**config.mk**
```make
export PLATFORM = sky130hd
export DESIGN_NAME = pipe_hazard_ctrl
export DESIGN_NICKNAME = d
export VERILOG_FILES = /design/src/rtl/pipe_hazard_ctrl.sv
export SDC_FILE = /design/constraint.sdc
export NUM_CORES = 1
export LEC_CHECK = 0
export ABC_AREA = 1
export BUFFER_PORTS_ARGS = -buffer_cell sky130_fd_sc_hd__buf_4
export CAP_MARGIN = 20
export CORE_MARGIN = 2
export CORE_UTILIZATION = 35
export DETAILED_ROUTE_END_ITERATION = 12
export PLACE_DENSITY_LB_ADDON = 0.3
export REMOVE_ABC_BUFFERS = 1
export SYNTH_ARGS = -nofsm -noshare
export SYNTH_HDL_FRONTEND = slang
export SYNTH_SLANG_ARGS = --single-unit
```
**constraint.sdc**
```tcl
create_clock -name clk -period 3.7 [get_ports clk]
set_input_delay 0.185 -clock clk [delete_from_list [all_inputs] [get_ports clk]]
set_output_delay 0.185 -clock clk [all_outputs]
set_load 0.02 [all_outputs]
```
**src/rtl/pipe_hazard_ctrl.sv**
```systemverilog
// Stall/flush/redirect sequencer for the five-stage core. It arbitrates ID, EX/LS busy and
// WB trap/ebreak events, serialises system instructions, and keeps saturating perf counters.
module pipe_hazard_ctrl #(
  parameter int unsigned PC_W        = 32,
  parameter int unsigned CNT_W       = 32,
  parameter int unsigned DRAIN_DEPTH = 3
) (
  input  logic             clk,
  input  logic             rst,
  input  logic             id_valid,
  input  logic             id_stall_req,
  input  logic             id_redirect,
  input  logic [PC_W-1:0]  id_redirect_pc,
  input  logic             id_serial,
  input  logic             ex_busy,
  input  logic             ls_busy,
  input  logic             wb_exc,
  input  logic [PC_W-1:0]  wb_exc_pc,
  input  logic             wb_ebreak,
  output logic             pc_hold,
  output logic             ifid_hold,
  output logic             idex_hold,
  output logic             exls_hold,
  output logic             ifid_flush,
  output logic             idex_flush,
  output logic             exls_flush,
  output logic             lswb_flush,
  output logic             redirect_ena,
  output logic [PC_W-1:0]  redirect_pc,
  output logic             halted,
  output logic [CNT_W-1:0] stall_cnt,
  output logic [CNT_W-1:0] flush_cnt,
  output logic [CNT_W-1:0] serial_cnt
);

  localparam int unsigned DW = $clog2(DRAIN_DEPTH + 1);

  typedef enum logic [1:0] {StRun, StSerial, StHalt} state_e;

  state_e           state_q, state_d;
  logic [DW-1:0]    drain_q, drain_d;
  logic [CNT_W-1:0] stall_q, stall_d;
  logic [CNT_W-1:0] flush_q, flush_d;
  logic [CNT_W-1:0] serial_q, serial_d;

  function automatic logic [CNT_W-1:0] sat_inc(input logic [CNT_W-1:0] v, input logic en);
    return (en && !(&v)) ? v + 1'b1 : v;
  endfunction

  always_comb begin
    state_d      = state_q;
    drain_d      = drain_q;
    pc_hold      = 1'b0;
    ifid_hold    = 1'b0;
    idex_hold    = 1'b0;
    exls_hold    = 1'b0;
    ifid_flush   = 1'b0;
    idex_flush   = 1'b0;
    exls_flush   = 1'b0;
    lswb_flush   = 1'b0;
    redirect_ena = 1'b0;
    redirect_pc  = '0;

    if (!rst) begin
      // Outputs must show reset values while rst is low, regardless of inputs.
      ifid_flush = 1'b1;
      idex_flush = 1'b1;
      exls_flush = 1'b1;
      lswb_flush = 1'b1;
    end else if (state_q == StHalt) begin
      pc_hold    = 1'b1;
      ifid_hold  = 1'b1;
      idex_hold  = 1'b1;
      exls_hold  = 1'b1;
      lswb_flush = 1'b1;
    end else if (wb_exc) begin
      ifid_flush   = 1'b1;
      idex_flush   = 1'b1;
      exls_flush   = 1'b1;
      lswb_flush   = 1'b1;
      redirect_ena = 1'b1;
      redirect_pc  = wb_exc_pc;
      state_d      = StRun;
      drain_d      = '0;
    end else if (wb_ebreak) begin
      state_d = StHalt;
    end else if (ls_busy) begin
      pc_hold    = 1'b1;
      ifid_hold  = 1'b1;
      idex_hold  = 1'b1;
      exls_hold  = 1'b1;
      lswb_flush = 1'b1;
    end else if (ex_busy) begin
      pc_hold    = 1'b1;
      ifid_hold  = 1'b1;
      idex_hold  = 1'b1;
      exls_flush = 1'b1;
    end else if (state_q == StSerial) begin
      // Front end stays frozen while the back end drains one stage per free cycle.
      pc_hold    = 1'b1;
      ifid_hold  = 1'b1;
      idex_flush = 1'b1;
      drain_d    = drain_q - 1'b1;
      if (drain_q == DW'(1)) begin
        state_d = StRun;
      end
    end else if (id_stall_req) begin
      // Operands are stale, so any redirect computed from them is dropped.
      pc_hold    = 1'b1;
      ifid_hold  = 1'b1;
      idex_flush = 1'b1;
    end else begin
      if (id_redirect) begin
        redirect_ena = 1'b1;
        redirect_pc  = id_redirect_pc;
        ifid_flush   = 1'b1;
      end
      if (id_valid && id_serial) begin
        drain_d = DW'(DRAIN_DEPTH);
        state_d = StSerial;
      end
    end
  end

  assign halted     = (state_q == StHalt);
  assign stall_d    = sat_inc(stall_q, pc_hold && (state_q != StHalt));
  assign flush_d    = sat_inc(flush_q, redirect_ena);
  assign serial_d   = sat_inc(serial_q, state_q == StSerial);
  assign stall_cnt  = stall_q;
  assign flush_cnt  = flush_q;
  assign serial_cnt = serial_q;

  always_ff @(posedge clk or negedge rst) begin
    if (!rst) begin
      state_q  <= StRun;
      drain_q  <= '0;
      stall_q  <= '0;
      flush_q  <= '0;
      serial_q <= '0;
    end else begin
      state_q  <= state_d;
      drain_q  <= drain_d;
      stall_q  <= stall_d;
      flush_q  <= flush_d;
      serial_q <= serial_d;
    end
  end

endmodule

```
Word level (Yosys, flattened, before mapping) --
Index checks and enable logic that the tools add are counted.
Cells by class: eq/ne operators 12, reduce and logical (&&, ||, !) cells 15, multiplexer cells 67, bitwise logic cells 1, add/subtract/negate cells 4
Operators with widths (number):
- $mux 32 | 9
- $add 32x1->32 const B | 3
- $reduce_and 32->1 | 3
- $mux 1 | 43
- $mux 2 | 15
- $reduce_and 7->1 | 2
- $ne 3x1->1 const B | 3
- $logic_and 1x1->1 | 5
- $eq 2x1->1 const B | 2
- $ne 2x1->1 const B | 2
- $ne 2x2->1 const B | 2
- $ne 4x1->1 const B | 1
- $ne 4x4->1 const B | 1
- $reduce_bool 4->1 | 1
- $logic_not 1->1 | 3
- $reduce_bool 3->1 | 1
- $eq 2x2->1 const B | 1
- $sub 2x1->2 const B | 1
- $not 1->1 | 1
Storage, ports and cells: logic and storage cells 104, input port bits 74, register bits 100

Longest topological paths before layout --
word-level depth 10, depth in mapped cells 11, depth with buffers taken out 10

Worst setup path after synthesis --
No wires, ideal clock.
path type register -> register, start point reg serial_q[0], in the netlist serial_cnt[0], end point reg serial_q[29], in the netlist serial_cnt[29], buffers on the path 1, slack 1.880 ns, clock period less this slack 1.820 ns, cell stages (with the launch flop) 12, library setup time 0.117 ns, arrival time 1.704 ns, cell sequence dfrtp_1 ha_1 inv_1 nor2_4 nand2_4 nor2_4 nand2_2 nand2_4 inv_2 buf_6 nand2_1 nand2_1
On the way: longest elaborated chain between the ends 3
RTL lines:
- from (decl) | line 44 | logic [CNT_W-1:0] serial_q, serial_d;
- from (signal assigned) | line 145 | serial_q <= serial_d;
- branches (longest 3 deep; another with $add 32x1->32)
Several ways; the timed one is not identified. A chain may end at the register's enable or synchronous reset.

Worst setup path in the final report --
start point reg state_q[1], end point out redirect_pc[25]
On the way: longest elaborated chain between the ends 8
RTL lines:
- from (decl) | line 40 | state_e state_q, state_d;
- from (signal assigned) | line 135 | state_q <= StRun;
- from (signal assigned) | line 141 | state_q <= state_d;
- $eq 2x1->1 | line 98 | end else if (state_q == StSerial) begin
- $mux 32 | line 98
- $mux 32 | line 93 | end else if (ex_busy) begin
- $mux 32 | line 87 | end else if (ls_busy) begin
- $mux 32 | line 85 | end else if (wb_ebreak) begin
- $mux 32 | line 76 | end else if (wb_exc) begin
- $mux 32 (*) | line 70 | end else if (state_q == StHalt) begin
- $mux 32 (*) | line 64 | if (!rst) begin
- to (decl) | line 29 | output logic [PC_W-1:0] redirect_pc,
Mark *: on every way between the ends. The rest lies on a longest branch, timed or not.

==> impl_metrics.ini <==
[detailed_routing]
wl_met3_um = 996
drt-initial-drc-count = 403
ant_nets = 0
wl_met2_mm = 11.04
viasPerCell = 4.684
highest_layer = met4
wire_per_inst_um = 13.17
vias = 8042
routed_wl_mm = 22.61
drt-pass1-iter-count = 4
wl_met1_mm = 10.18
drc = 0

[outcome]
status = finished, final reports clean

[sta]
fin_crit_ns = 2.613
max_slew_margin = 0.3283
worst_slack_ns = 1.087
final_max_slew_viol_count = 0
finalCritPeriodShare = 0.7063
clock.fmax_mhz = 382.7
rsz0062_at_grt = false
skew_ns = 0.01229
setup_viol = 0
setup_tns_ns = 0
hold_viol = 0
worst_slew_pin_slew_ns = 1.006

[critical_path]
path_max_fanout = 32
critical_path.startpoint_type = flip-flop
critical_path_buf_inv_count = 4
crit_required_ns = 3.51
arrival_ns = 2.43
critPathTopFamily = buffers and inverters
cp-end-kind = primary output
cp_cell_sequence = inv_2 > nor2_4 > inv_1 > nand2_1 > inv_1 > a21oi_1 > nor3_1 > buf_4
cp-startpoint = state_q[1]$_DFFE_PN0P_
crit-reg2reg-launch = serial_cnt[0]$_DFFE_PN0P_
crit_path_frequent_cell = inv_1
cpPeakStageDelay_ns = 0.72
crit_slowest_cell = inv_1
path_class = flip-flop to primary output

[layout]
final_cells = 1717
diodes = 0
drive_gt1_frac = 0.1789
final_cell_area_um2 = 9480
final_nets = 1517
syn2layout_area_growth_pct = 26.64

[floorplan]
initial_core_util = 0.3561
core_area_um2 = 21020
dieArea_um2 = 22570
io_pins = 212
std_cell_rows = 53
fp.dieW_um = 150.2
die_y_um = 150.2

[clock_network]
cts-buffers-inserted = 9
hold_buffers = 0
htreeDepth = 3
cts-resized-gates = 0
clk_latency_ns = 0.35
cts_tree = built
cts_buffer_depth = 2
clkSinkCount = 100
path_clk_slew_ns = 0.07
cts_setup_buffers = 0
cts_root_buf = clkbuf_16

[flow_run]
drv_cap = 0

[yosys]
synth.most_common_cell = nand2_1
syn_inst = 1245
avgSynthCellArea_um2 = 6.013
synth_area_um2 = 7486
synth_edf_count = 0
yosys_warnings = 0
yosysTopAreaCell = dfrtp_1
synth-async-reset-ratio = 1.000
synth.area.top_cells = dfrtp_1 33%, nand2_1 30%, nor2_1 9.8%
ys_ff_latch = 100
ys_seq_area_frac = 0.3343
ys_types = 26
synthDominantCellAreaShare = 0.3343
ys.flop_type = dfrtp_1
synthTopCellsByCount = 608 x nand2_1, 195 x nor2_1, 100 x dfrtp_1, 89 x inv_1, 56 x nand3_1

[power]
vdd_drop_max_uv = 277.5
leakagePower_nw = 4.807
p_per_area_nw_per_um2 = 340.4

[placement]
dp_worst_setup_slack_ns = 1.399
dpl.cell_count = 1703
io_buffers = 211
place_congestion = 0.8817
hpwlAfterDp_mm = 16.94
place_area_um2 = 9199

[global_routing]
antenna_found_initial = 0
grt_pass1_wl_mm = 36.29
grt_usage = 0.1974
grt_pass1_vias = 7381
grt_max_degree = 58
grt.overflow.total = 0

[hold_path]
hold_class = input pin to async pin
==> state kept, by name, summed over array words and instances (netlist names) <==
register	count
stall_cnt	32
serial_cnt	32
drain_q	2
state_q	2
flush_cnt	32
==> final timing paths <==
kind,end,slack [ns],cells past startpoint
max,redirect_pc[25],1.09,8
min,stall_cnt[28]$_DFFE_PN0P_,0.0007,2
max reg2reg,serial_cnt[10]$_DFFE_PN0P_,1.41,10
min reg2reg,drain_q[1]$_DFFE_PN0P_,0.50,2
max in group asynchronous,state_q[1]$_DFFE_PN0P_,3.16,2
min in group clk,state_q[0]$_DFFE_PN0P_,0.17,4
==> metal layers <==
layer / GRT usage / vias to the layer above
met5: 0 / -
met4: 0.05708 / 0
met3: 0.02758 / 30
met2: 0.3406 / 199
met1: 0.2573 / 3623
li1: - / 4190
==> cell type report <==
type	instances	area [µm²]
clock buffers	10	229.0
well taps	275	344.1
clock inverters	4	52.55
flip-flops and latches	100	2502
inverters	96	361.6
repair buffers	214	1607
multi-input cells	1018	4384
fillers	2211	11540
==> power by group <==
| part | switching, mW | internal (mW) | leakage [nW] | total (mW) |
|---|---|---|---|---|
| clock network | 0.430 | 0.519 | 0.138 | 0.949 |
| registers | 0.127 | 1.18 | 1.38 | 1.30 |
| logic | 0.619 | 0.356 | 3.29 | 0.975 |
| total | 1.18 | 2.05 | 4.81 | 3.23 |
==> stage by stage <==
step	power, mW	hold WS [ns]	util
5_1_grt	3.420	0.05300	0.4510
3_3_place_gp	2.299	0.3961	0.4376
6_report	3.227	0.0006761	0.4510
3_5_place_dp	2.308	0.4030	0.4376
2_1_floorplan	1.879	-0.1106	-
4_1_cts	3.272	0.01962	0.4510
==> kinds of logic (layout without fill, tap and decap cells) <==
family,after synthesis,count (layout),share of synthesized area
AOI/OAI and AO/OA,49,49,0.03326
adders and majority gates,4,4,0.006686
xor gates and xnor gates,46,46,0.05382
DFF,100,100,0.3343
buffers and inverters,127,324,0.08006
and+or+nand+nor,919,919,0.4919
==> placed cells by master, fill, tap and decap left out <==
cell type	n
clkbuf_1	1
a21oi_1	36
inv_1	89
nor2_4	6
inv_2	6
o21ai_0	11
nand2_2	4
clkbuf_16	9
nand4_1	4
xor2_1	29
bufinv_16	1
dfrtp_1	100
nand3_1	56
ha_1	4
a31oi_1	1
nand2_4	3
nand3_2	2
buf_4	214
xnor2_1	17
nor3_1	32
nor2_1	195
clkinv_4	2
nor2_2	9
clkinv_2	2
nand2_1	608
o211ai_1	1
Power figures use the tool's default switching activity.
